==> config.mk <==
export PLATFORM = sky130hd
export DESIGN_NAME = vram_arbiter_flat
export DESIGN_NICKNAME = d
export VERILOG_FILES = /design/src/rtl/vga_pkg.sv /design/src/rtl/vram_arbiter_if.sv /design/src/rtl/vram_wfifo.sv /design/src/rtl/vram_arbiter.sv /design/src/flat_wrapper.sv
export SDC_FILE = /design/constraint.sdc
export NUM_CORES = 1
export LEC_CHECK = 0
export CAP_MARGIN = 20
export CORE_MARGIN = 3
export CORE_UTILIZATION = 48
export CTS_CLUSTER_DIAMETER = 60
export CTS_CLUSTER_SIZE = 12
export DETAILED_ROUTE_END_ITERATION = 8
export HOLD_SLACK_MARGIN = 0.08
export PLACE_DENSITY_LB_ADDON = 0.08
export SLEW_MARGIN = 20
export SYNTH_ARGS = -nofsm -noshare
export SYNTH_HDL_FRONTEND = slang
export SYNTH_HIERARCHICAL = 1
export SYNTH_SLANG_ARGS = --single-unit
==> constraint.sdc <==
create_clock -name clk -period 2.5 [get_ports clk]
set_clock_uncertainty 0.2 [all_clocks]
set_input_delay 0.5 -clock clk [delete_from_list [all_inputs] [get_ports clk]]
set_output_delay 0.5 -clock clk [all_outputs]
set_load 0.01 [all_outputs]
==> src/rtl/vga_pkg.sv <==
// vga_pkg: shared constants and enums for the VRAM arbiter slice.
//   VRAM_ADDR_W / VRAM_DATA_W : default character-RAM geometry (2K x 8)
//   host_state_t              : host read FSM states (IDLE, PEND, WAIT)
//   grant_t                   : which requester owns the SRAM this cycle
package vga_pkg;
    localparam int VRAM_ADDR_W = 11;
    localparam int VRAM_DATA_W = 8;

    typedef enum logic [1:0] {IDLE, PEND, WAIT} host_state_t;
    typedef enum logic [1:0] {GNT_NONE, GNT_DISP, GNT_WR, GNT_RD} grant_t;
endpackage

==> src/rtl/vram_arbiter_if.sv <==
// vram_arbiter_if: bundles the display fetch port, the host request port and
// the synchronous single-port SRAM port of the VRAM arbiter.
//   master : requester/memory side (display, host, SRAM model)
//   slave  : the arbiter itself
interface vram_arbiter_if #(
    parameter int ADDR_W = 11,
    parameter int DATA_W = 8
);
    // display fetch
    logic              disp_req;
    logic [ADDR_W-1:0] disp_addr;
    logic [DATA_W-1:0] disp_rdata;
    logic              disp_rvalid;
    // host requests
    logic              h_valid;
    logic              h_ready;
    logic              h_we;
    logic [ADDR_W-1:0] h_addr;
    logic [DATA_W-1:0] h_wdata;
    logic [DATA_W-1:0] h_rdata;
    logic              h_rvalid;
    // SRAM
    logic [ADDR_W-1:0] sram_addr;
    logic              sram_we;
    logic [DATA_W-1:0] sram_wdata;
    logic [DATA_W-1:0] sram_rdata;

    modport master (
        output disp_req, disp_addr, h_valid, h_we, h_addr, h_wdata, sram_rdata,
        input  disp_rdata, disp_rvalid, h_ready, h_rdata, h_rvalid,
               sram_addr, sram_we, sram_wdata
    );

    modport slave (
        input  disp_req, disp_addr, h_valid, h_we, h_addr, h_wdata, sram_rdata,
        output disp_rdata, disp_rvalid, h_ready, h_rdata, h_rvalid,
               sram_addr, sram_we, sram_wdata
    );
endinterface

==> src/rtl/vram_wfifo.sv <==
// vram_wfifo: synchronous FIFO of posted host writes ({addr,data} words).
//   clk, reset          : clock, async active-high reset (empties the FIFO)
//   push, push_data     : enqueue (ignored when full)
//   pop, pop_data       : dequeue (ignored when empty); pop_data shows the head
//   full, empty         : derived from pointers only, so a pop never frees
//                         space for a push in the same cycle
// DEPTH must be a power of two (2..16); pointers carry one extra wrap bit.
module vram_wfifo #(
    parameter int WIDTH = 19,
    parameter int DEPTH = 4
) (
    input  logic             clk,
    input  logic             reset,
    input  logic             push,
    input  logic [WIDTH-1:0] push_data,
    input  logic             pop,
    output logic [WIDTH-1:0] pop_data,
    output logic             full,
    output logic             empty
);
    localparam int PTR_W = $clog2(DEPTH);

    logic [WIDTH-1:0] mem [DEPTH];
    logic [PTR_W:0]   wr_ptr, rd_ptr;

    assign empty    = (wr_ptr == rd_ptr);
    assign full     = (wr_ptr[PTR_W] != rd_ptr[PTR_W]) &&
                      (wr_ptr[PTR_W-1:0] == rd_ptr[PTR_W-1:0]);
    assign pop_data = mem[rd_ptr[PTR_W-1:0]];

    always_ff @(posedge clk or posedge reset) begin
        if (reset) begin
            wr_ptr <= '0;
            rd_ptr <= '0;
        end else begin
            if (push && !full)  wr_ptr <= wr_ptr + 1'b1;
            if (pop && !empty)  rd_ptr <= rd_ptr + 1'b1;
        end
    end

    // Storage needs no reset: the pointers define what is valid.
    always_ff @(posedge clk) begin
        if (push && !full) mem[wr_ptr[PTR_W-1:0]] <= push_data;
    end
endmodule

==> src/rtl/vram_arbiter.sv <==
// vram_arbiter: shares one synchronous single-port VRAM between the display
// fetcher (fixed 2-cycle latency, never stalled) and a host port with posted
// writes and a single outstanding read.
//   clk, reset  : clock, async active-high reset
//   bus         : vram_arbiter_if.slave (display, host, SRAM ports)
//   stall_count : only with VRAM_ARB_STATS_EN defined; saturating count of
//                 cycles where pending host work lost the SRAM to the display
// Grant priority each cycle: display > queued write > pending host read.
module vram_arbiter
    import vga_pkg::*;
#(
    parameter int ADDR_W      = VRAM_ADDR_W,
    parameter int DATA_W      = VRAM_DATA_W,
    parameter int WFIFO_DEPTH = 4
) (
    input  logic               clk,
    input  logic               reset,
    vram_arbiter_if.slave      bus
`ifdef VRAM_ARB_STATS_EN
    ,
    output logic [15:0]        stall_count
`endif
);
    host_state_t       state, state_nxt;
    grant_t            gnt;
    logic              fifo_full, fifo_empty;
    logic              wr_acc, rd_acc;
    logic [ADDR_W-1:0] fifo_addr, rd_addr;
    logic [DATA_W-1:0] fifo_data;
    logic [1:0]        disp_vld_pipe;  // [0]: SRAM read in flight, [1]: rvalid
    logic [DATA_W-1:0] disp_rdata_q, h_rdata_q;
    logic              h_rvalid_q;

    assign wr_acc = bus.h_valid && bus.h_ready &&  bus.h_we;
    assign rd_acc = bus.h_valid && bus.h_ready && !bus.h_we;

    vram_wfifo #(
        .WIDTH (ADDR_W + DATA_W),
        .DEPTH (WFIFO_DEPTH)
    ) u_wfifo (
        .clk       (clk),
        .reset     (reset),
        .push      (wr_acc),
        .push_data ({bus.h_addr, bus.h_wdata}),
        .pop       (gnt == GNT_WR),
        .pop_data  ({fifo_addr, fifo_data}),
        .full      (fifo_full),
        .empty     (fifo_empty)
    );

    // host read FSM: state register
    always_ff @(posedge clk or posedge reset) begin
        if (reset) state <= IDLE;
        else       state <= state_nxt;
    end

    // host read FSM: next state
    always_comb begin
        state_nxt = state;
        case (state)
            IDLE:    if (rd_acc)         state_nxt = PEND;
            PEND:    if (gnt == GNT_RD)  state_nxt = WAIT;
            WAIT:                        state_nxt = IDLE;
            default:                     state_nxt = IDLE;
        endcase
    end

    // host read FSM / arbiter: outputs. Reads wait for an empty FIFO so a
    // read can never overtake an earlier posted write.
    always_comb begin
        gnt            = GNT_NONE;
        bus.h_ready    = 1'b0;
        bus.sram_addr  = '0;
        bus.sram_we    = 1'b0;
        bus.sram_wdata = '0;
        if (!reset) begin
            if (state == IDLE)
                bus.h_ready = bus.h_we ? !fifo_full : fifo_empty;
            if (bus.disp_req)      gnt = GNT_DISP;
            else if (!fifo_empty)  gnt = GNT_WR;
            else if (state == PEND) gnt = GNT_RD;
        end
        case (gnt)
            GNT_DISP: bus.sram_addr = bus.disp_addr;
            GNT_WR: begin
                bus.sram_addr  = fifo_addr;
                bus.sram_we    = 1'b1;
                bus.sram_wdata = fifo_data;
            end
            GNT_RD:   bus.sram_addr = rd_addr;
            default:  bus.sram_addr = '0;
        endcase
    end

    always_ff @(posedge clk or posedge reset) begin
        if (reset) begin
            rd_addr       <= '0;
            disp_vld_pipe <= '0;
            disp_rdata_q  <= '0;
            h_rdata_q     <= '0;
            h_rvalid_q    <= 1'b0;
        end else begin
            if (rd_acc) rd_addr <= bus.h_addr;
            disp_vld_pipe <= {disp_vld_pipe[0], gnt == GNT_DISP};
            if (disp_vld_pipe[0]) disp_rdata_q <= bus.sram_rdata;
            h_rvalid_q <= (state == WAIT);
            if (state == WAIT) h_rdata_q <= bus.sram_rdata;
        end
    end

    assign bus.disp_rvalid = disp_vld_pipe[1];
    assign bus.disp_rdata  = disp_rdata_q;
    assign bus.h_rvalid    = h_rvalid_q;
    assign bus.h_rdata     = h_rdata_q;

`ifdef VRAM_ARB_STATS_EN
    always_ff @(posedge clk or posedge reset) begin
        if (reset)
            stall_count <= '0;
        else if (bus.disp_req && (!fifo_empty || state == PEND) &&
                 stall_count != 16'hFFFF)
            stall_count <= stall_count + 16'd1;
    end
`endif
endmodule
==> src/flat_wrapper.sv <==
// flat-port wrapper written by rule: the top's interface ports become plain ports
module vram_arbiter_flat import vga_pkg::*;
#(
    parameter int ADDR_W      = VRAM_ADDR_W,
    parameter int DATA_W      = VRAM_DATA_W,
    parameter int WFIFO_DEPTH = 4
)
  (clk, reset, bus_disp_req, bus_disp_addr, bus_h_valid, bus_h_we, bus_h_addr, bus_h_wdata, bus_sram_rdata, bus_disp_rdata, bus_disp_rvalid, bus_h_ready, bus_h_rdata, bus_h_rvalid, bus_sram_addr, bus_sram_we, bus_sram_wdata);
  vram_arbiter_if #(.ADDR_W(ADDR_W), .DATA_W(DATA_W)) bus_i ();
  input  logic clk;
  input  logic reset;
  input wire logic [$bits(bus_i.disp_req)-1:0] bus_disp_req;
  input wire logic [$bits(bus_i.disp_addr)-1:0] bus_disp_addr;
  input wire logic [$bits(bus_i.h_valid)-1:0] bus_h_valid;
  input wire logic [$bits(bus_i.h_we)-1:0] bus_h_we;
  input wire logic [$bits(bus_i.h_addr)-1:0] bus_h_addr;
  input wire logic [$bits(bus_i.h_wdata)-1:0] bus_h_wdata;
  input wire logic [$bits(bus_i.sram_rdata)-1:0] bus_sram_rdata;
  output wire logic [$bits(bus_i.disp_rdata)-1:0] bus_disp_rdata;
  output wire logic [$bits(bus_i.disp_rvalid)-1:0] bus_disp_rvalid;
  output wire logic [$bits(bus_i.h_ready)-1:0] bus_h_ready;
  output wire logic [$bits(bus_i.h_rdata)-1:0] bus_h_rdata;
  output wire logic [$bits(bus_i.h_rvalid)-1:0] bus_h_rvalid;
  output wire logic [$bits(bus_i.sram_addr)-1:0] bus_sram_addr;
  output wire logic [$bits(bus_i.sram_we)-1:0] bus_sram_we;
  output wire logic [$bits(bus_i.sram_wdata)-1:0] bus_sram_wdata;
  assign bus_i.disp_req = bus_disp_req;
  assign bus_i.disp_addr = bus_disp_addr;
  assign bus_i.h_valid = bus_h_valid;
  assign bus_i.h_we = bus_h_we;
  assign bus_i.h_addr = bus_h_addr;
  assign bus_i.h_wdata = bus_h_wdata;
  assign bus_i.sram_rdata = bus_sram_rdata;
  assign bus_disp_rdata = bus_i.disp_rdata;
  assign bus_disp_rvalid = bus_i.disp_rvalid;
  assign bus_h_ready = bus_i.h_ready;
  assign bus_h_rdata = bus_i.h_rdata;
  assign bus_h_rvalid = bus_i.h_rvalid;
  assign bus_sram_addr = bus_i.sram_addr;
  assign bus_sram_we = bus_i.sram_we;
  assign bus_sram_wdata = bus_i.sram_wdata;
  vram_arbiter #(.ADDR_W(ADDR_W), .DATA_W(DATA_W), .WFIFO_DEPTH(WFIFO_DEPTH)) u_core (.clk(clk), .reset(reset), .bus(bus_i));
endmodule
==> metrics, run 1 <==
status complete, but fails checks; failing checks setup timing; mean area per synthesized cell 18.5 um^2; Cell Chain, Critical Path xor2_2, nor3_4, nor4b_4, buf_4, buf_12, buf_6, a21o_1, buf_2; Post-DRT Antenna Nets 0; crit path time final 3.00 ns; Starting Density 50.4%; Top FF cell, synth edfxtp_1; Power Dens Cells 1070 nW/um^2; Post-Synthesis Cells 258; port bufs 81; WHS 0.248 ns; CTS Sinks 114; Hold WC Path Type primary input to asynchronous set/reset pin; Startpoint Class flip-flop; final period utilization 120%; initial antenna violation count 0; DRC violations left 0; total CTS buffers 17; Place WS -0.601 ns; maximum vdd drop 0.000546 V; Slew Limit Fails 0; Lkg Pwr 0.00279 uW; Die W 106 um; Max-slew headroom 67.3%; Std-Cell Rows 35; DR WL/cell 18.7 um; routed vias/inst 5.23; share of cells above drive strength 1 42.0%; Reg-to-Reg Start u_core/u_wfifo/rd_ptr[0]$_DFFE_PP0P_; Max Cap Viol 0; CTS Root Cell clkbuf_8; Slowest-stage cell, CP dfrtp_2; # nets final 454; worst path required time 1.80 ns; largest area contributor in the synthesized netlist edfxtp_1; gr ovfl total 0; Clk pin slew, worst setup/hold paths 0.06 ns; Die H 106 um; Design Power 7290 uW; H-tree depth 4; dpl cells 497; Syn Std Cell Area 4770 um^2; FMAX 333 MHz; Pre-Repair DR Iteration Count 4; vias post-DR 2,866; count of different cell masters after synthesis 37; CTS tree built; crit-path max FO 3; Area after DPL 6080 um^2; Setup WS post-layout -0.502 ns; RSZ-0062 raised after global routing true; hpwl dp 6780 um; Post-synth EDFFs 76; WS Path Type flip-flop to output pin; yosys warns 6; FFs w/ async S/R, synth 33.3%; Area contributors post-synth edfxtp_1 48%, dfrtp_1 20%, mux4_2 9.0%; sequential share of the synthesized area 67.8%; worst stage delay on the critical path 0.43 ns; CORE AREA 9460 um^2; first-pass GRT wire length 16,500 um; #FFs+latches synth 114; R2R cell count 9; Worst-Margin Slew 0.490 ns; Critical Path AT 2.30 ns; drt total wl 10,300 um; die area 11,200 um^2; Area Growth Syn to Fin 43.3%; Longest Clk Path Bufs 2; r2r endpoint u_core/u_wfifo/mem[2][18]$_DFFE_PP_; global-route usage over all layers 19.6%; vias in the first global route 3,027; Placer Congestion 0.789; Inserted Diodes 0; DRT iter0 DRCs 119; Setup crit end kind output pin; IO Count 82; Post-Layout Cell Count 548; Finished Cell Area 6840 um^2; largest net degree at the start of global routing 25; Final Hold Vio Count 0; flop2flop setup slack 0.15 ns; worst skew pair latency 0.50 ns; endpoints failing setup 21; Synth Net Count 306; Synth top area share 47.8%
Yosys cell counts (2+ instances only):
cell type  instances
dfrtp_1           38
xor2_2             2
a21o_1            11
nand2b_1           2
xnor2_1            4
edfxtp_1          76
nand2_1            4
a211oi_2           2
and3_1             3
mux2_2            18
a22o_1            11
a21oi_1            4
buf_4              3
and2_1             8
o31ai_1            4
mux4_2            19
nor2b_1            2
nor3_1             3
buf_2              8
xor2_1             2
mux2_4             9
inv_1              6
ha_1               5
kinds of logic (layout without fill, tap and decap cells):
| group | after synthesis | after routing | share of synthesized area, % |
|---|---|---|---|
| flops | 114 | 114 | 67.8 |
| fa+ha+maj | 5 | 5 | 1.31 |
| buf+inv | 19 | 180 | 2.10 |
| simple gates | 28 | 28 | 4.33 |
| mux | 46 | 46 | 16.1 |
| xor+xnor | 9 | 9 | 2.12 |
| compound gates | 37 | 37 | 6.32 |
sequential cells by signal, indices dropped and copies added, names as in the netlist:
signal	cells
u_core/u_wfifo/mem	76
u_core/rd_addr	11
u_core/bus.disp_rdata	8
u_core/bus.h_rdata	8
u_core/u_wfifo/rd_ptr	3
u_core/u_wfifo/wr_ptr	3
u_core/disp_vld_pipe	2
u_core/state	2
u_core/bus.h_rvalid	1
worst max path at each step:
stage | cells after the start | end | slack (ns) | startpoint
after CTS | 8 | bus_sram_addr[0] | -0.58 | u_core/u_wfifo/rd_ptr[2]$_DFFE_PP0P_
after global placement | 6 | bus_sram_addr[1] | -0.58 | bus_disp_req
after floorplan | 7 | u_core/u_wfifo/mem[3][0]$_DFFE_PP_ | 0.007 | u_core/u_wfifo/rd_ptr[1]$_DFFE_PP0P_
after global routing | 8 | bus_sram_addr[9] | -0.63 | u_core/u_wfifo/wr_ptr[2]$_DFFE_PP0P_
final | 8 | bus_sram_addr[9] | -0.50 | u_core/u_wfifo/rd_ptr[0]$_DFFE_PP0P_
after detailed placement | 6 | bus_sram_addr[3] | -0.60 | bus_disp_req
worst max-delay path, delay by kind of cell, from the launching register on:
family / cells / cell delay, ns
and+or+nand+nor: 2 / 0.57
AOI/OAI and AO/OA: 1 / 0.10
DFF: 1 / 0.43
buffers and inverters: 4 / 0.50
xor gates and xnor gates: 1 / 0.21
cells in the final DEF (no fill, tap or decap), drive strengths merged:
cell | synthesis | routed
a211oi | 2 | 2
mux2 | 27 | 27
bufinv | 0 | 3
or2b | 1 | 1
o31ai | 5 | 5
nand2b | 2 | 2
xor2 | 4 | 4
nand3 | 1 | 1
ha | 5 | 5
nand4b | 1 | 1
a21boi | 1 | 1
inv | 6 | 6
xnor2 | 5 | 5
nor4b | 1 | 1
a22o | 11 | 11
and3 | 3 | 3
nor2b | 2 | 2
o211a | 1 | 1
dfrtp | 38 | 38
edfxtp | 76 | 76
clkbuf | 1 | 20
clkinv | 0 | 6
nand2 | 4 | 4
nor3 | 4 | 4
o21ai | 1 | 1
a21o | 11 | 11
and2 | 8 | 8
buf | 12 | 82
clkdlybuf4s50 | 0 | 60
clkinvlp | 0 | 3
and4b | 1 | 1
a31oi | 1 | 1
a21oi | 4 | 4
mux4 | 19 | 19
routing by layer:
layer,track usage (%),vias to the layer above,part of all wire [%]
met5,0,-,0
met4,5.83,0,0.61
met3,5.39,7,5.8
met2,31.0,86,51
met1,26.9,1462,43
li1,-,1311,-
report_power, final:
part | leakage, uW | internal [uW] | switching (uW)
Sequential | 0.00116 | 2300 | 153
Clock | 0.000270 | 1500 | 784
Combinational | 0.00137 | 1480 | 1070
layout make-up:
type / count / area, um^2
Clock buffer: 20 / 425
Clock inverter: 12 / 140
Sequential cell: 114 / 3230
Fill cell: 644 / 2620
Tap cell: 129 / 161
Inverter: 6 / 22.5
Timing Repair Buffer: 142 / 1360
Multi-Input combinational cell: 125 / 1490
repair_timing:
| action | in CTS | in global routing |
|---|---|---|
| setup buffers | 12 | 10 |
| resized for setup | 104 | 11 |
| pin swaps | 18 | 8 |
| hold buffers | 0 | 0 |
| endpoints found under the setup margin | 21 | 21 |
through the flow:
stage          TNS [ns]  utilization (%)
3_5_place_dp     -23.65             64.3
5_1_grt           -8.72             72.3
3_3_place_gp     -23.84             64.3
4_1_cts           -7.46             71.2
6_report          -6.66             72.3
2_1_floorplan         0                -
Note: power is estimated with default switching activity, not from simulation.
==> inputs of run 2 (changes only) <==
- CORE_UTILIZATION: 48 -> 49
- CTS_BUF_LIST: unset -> sky130_fd_sc_hd__clkbuf_2 sky130_fd_sc_hd__clkbuf_4 sky130_fd_sc_hd__clkbuf_8
==> run 2 against run 1 <==
  * The flow still finishes with violations (setup timing)
  * Combinational power about the same
  * Critical endpoint is now bus_sram_addr[1]
  * Final cell count down 1.8%
  * Power fell by 7.7%
  * Largest power group unchanged
  * Fmax increased by 4.2%
  * Clock power is 26% lower
  * Worst hold slack improved by 0.057 ns
==> metrics, run 2 (synthesis gave the netlist of run 1 again) <==
Seq pwr share 36.5% (+2.8 points); Reg-to-Reg Start u_core/u_wfifo/rd_ptr[0]$_DFFE_PP0P_; Inserted Diodes 0 (unchanged); worst stage delay on the critical path 0.41 ns (-0.02 ns); DR WL/cell 18.7 um (about the same); largest net degree at the start of global routing 25 (unchanged); Slew Limit Fails 0 (unchanged); Setup WS post-layout -0.380 ns (+0.121 ns); Largest register FFs 76 (unchanged); Sw Share 28.7% (+1.2 points); CTS tree built; crit-path max FO 7 (+4); most frequent cells in the layout 76 x edfxtp_1, 60 x clkdlybuf4s50_1, 37 x dfrtp_1; maximum vdd drop 0.000569 V (+4.2%); CTS Root Cell clkbuf_8; Clk pin slew, worst setup/hold paths 0.06 ns (about the same); Design Power 6730 uW (-7.7%); Crit path top cell by count buf_12; IO Count 82 (unchanged); Die H 105 um (-0.97%); endpoints failing setup 20 (-4.8%); Worst-Margin Slew 0.455 ns (-0.0349 ns); Std-Cell Rows 35 (unchanged); Post-DRT Antenna Nets 0 (unchanged); hpwl dp 6440 um (-5.0%); Finished Cell Area 6610 um^2 (-3.4%); Max Cap Viol 0 (unchanged); Pre-Repair DR Iteration Count 4 (unchanged); Int Pwr 4800 uW (-9.1%); HP Start u_core/bus.disp_rdata[1]$_DFFE_PP0P_; CTS Sinks 114 (unchanged); vias post-DR 2,795 (-2.5%); vias in the first global route 3,059 (+1.1%); gr ovfl total 0 (unchanged); worst skew pair latency 0.41 ns (-0.09 ns); die area 11,000 um^2 (-1.9%); Max-slew headroom 69.6% (+2.3 points); Power Dens Cells 1020 nW/um^2 (-4.4%); drt total wl 10,100 um (-1.9%); port bufs 81 (unchanged); final period utilization 115% (-4.9 points); crit path time final 2.88 ns (-0.121 ns); share of cells above drive strength 1 40.1% (-1.9 points); Hold Path Sink u_core/bus.disp_rdata[1]$_DFFE_PP0P_; WHS Path Cells 1; Cell Chain, Critical Path buf_6, xor2_4, nor3_4, nor3_2, buf_12, buf_12, a22o_1, a21o_1, buf_2; global-route usage over all layers 19.6% (about the same); status complete, but fails checks; cts hold-fix bufs 0 (unchanged); power share of the clock group 25.1% (-6.2 points); WHS 0.305 ns (+0.0575 ns); Lkg Pwr 0.00267 uW (-4.5%); DRT iter0 DRCs 136 (+14%); DRC violations left 0 (unchanged); switching pwr 1930 uW (-3.8%); flop2flop setup slack 0.17 ns (+0.02 ns); Combinational Power Share 38.3% (+3.3 points); Starting Density 50.9% (+0.47 points); H-tree depth 4 (unchanged); Slowest-stage cell, CP dfrtp_2; Longest Clk Path Bufs 2 (unchanged); Die W 105 um (-0.97%); WS Path Type flip-flop to output pin; setup total negative slack -6.42 ns (+0.243 ns); first-pass GRT wire length 16,200 um (-2.0%); Place WS -0.521 ns (+0.0807 ns); Placer Congestion 0.817 (+3.5%); total CTS buffers 17 (unchanged); Startpoint Class flip-flop; Area after DPL 6030 um^2 (-0.78%); R2R cell count 9 (unchanged); RSZ-0062 raised after global routing true; r2r endpoint u_core/u_wfifo/mem[2][18]$_DFFE_PP_; CORE AREA 9370 um^2 (-0.93%); FMAX 347 MHz (+4.2%); # nets final 444 (-2.2%); Hold WC Path Type flip-flop to flip-flop; Critical Path AT 2.18 ns (-0.12 ns); failing checks setup timing; commonest non-fill, non-tap cell in the layout edfxtp_1; routed vias/inst 5.20 (-0.66%); Area Growth Syn to Fin 38.5%; worst path required time 1.80 ns (about the same); Final Hold Vio Count 0 (unchanged); initial antenna violation count 0 (unchanged); Setup crit end kind output pin
[run 2: changes by cell type in the layout (fill, tap and decap cells not counted), sizes merged]
cell and change:
clkbuf -1, buf -10, clkinv +1
[run 2: power by group through the flow]
| stage | registers (uW) | logic [uW] | clock network (uW) |
|---|---|---|---|
| 2_1_floorplan | 2520 | 1250 | 0 |
| 3_5_place_dp | 2490 | 2270 | 0 |
| 3_3_place_gp | 2480 | 2240 | 0 |
| 5_1_grt | 2490 | 2740 | 1830 |
| 6_report | 2460 | 2580 | 1690 |
| 4_1_cts | 2450 | 2550 | 1730 |
[run 2: final cells by class]
class                   instances  area (um^2)
repair buffers                132         1290
inverters                       6         22.5
clock buffers                  19          249
well taps                     129          161
fillers                       669         2760
multi-input cells             125         1510
flip-flops and latches        114         3230
clock inverters                13          143
[run 2: stage by stage]
step           util (%)  cells
2_1_floorplan         -    258
3_3_place_gp       64.4    489
3_5_place_dp       64.4    489
4_1_cts            70.2    538
5_1_grt            70.5    538
6_report           70.5    538
[run 2: worst max-delay path by stage]
| stage | startpoint | to | cells after the start | slack (ns) |
|---|---|---|---|---|
| floorplan | u_core/u_wfifo/rd_ptr[1]$_DFFE_PP0P_ | u_core/u_wfifo/mem[3][0]$_DFFE_PP_ | 7 | 0.007 |
| global placement | reset | bus_sram_addr[1] | 6 | -0.49 |
| detailed placement | reset | bus_sram_addr[1] | 6 | -0.52 |
| CTS | u_core/u_wfifo/rd_ptr[0]$_DFFE_PP0P_ | bus_sram_addr[1] | 9 | -0.40 |
| global route | u_core/u_wfifo/rd_ptr[0]$_DFFE_PP0P_ | bus_sram_addr[1] | 9 | -0.47 |
| finish | u_core/u_wfifo/rd_ptr[0]$_DFFE_PP0P_ | bus_sram_addr[1] | 9 | -0.38 |
[run 2: repair_timing]
| action | in CTS | in global routing |
|---|---|---|
| gates resized for setup | 103 | 6 |
| gates cloned | 1 | 0 |
| pin swaps | 13 | 2 |
| setup buffers | 17 | 2 |
| setup endpoints to repair | 21 | 21 |
[run 2: worst max-delay path, delay by kind of cell (launching register included)]
family / cells / cell delay (ns)
AOI/OAI and AO/OA: 2 / 0.37
xor gates and xnor gates: 1 / 0.19
buffers and inverters: 4 / 0.53
DFF: 1 / 0.41
and+or+nand+nor: 2 / 0.27
[run 2: routing by layer]
layer | track usage, % | vias up | share of wire (%)
met5 | 0 | - | 0
met4 | 5.62 | 0 | 1.1
met3 | 5.25 | 11 | 4.2
met2 | 31.6 | 71 | 49
met1 | 26.6 | 1430 | 45
li1 | - | 1283 | -
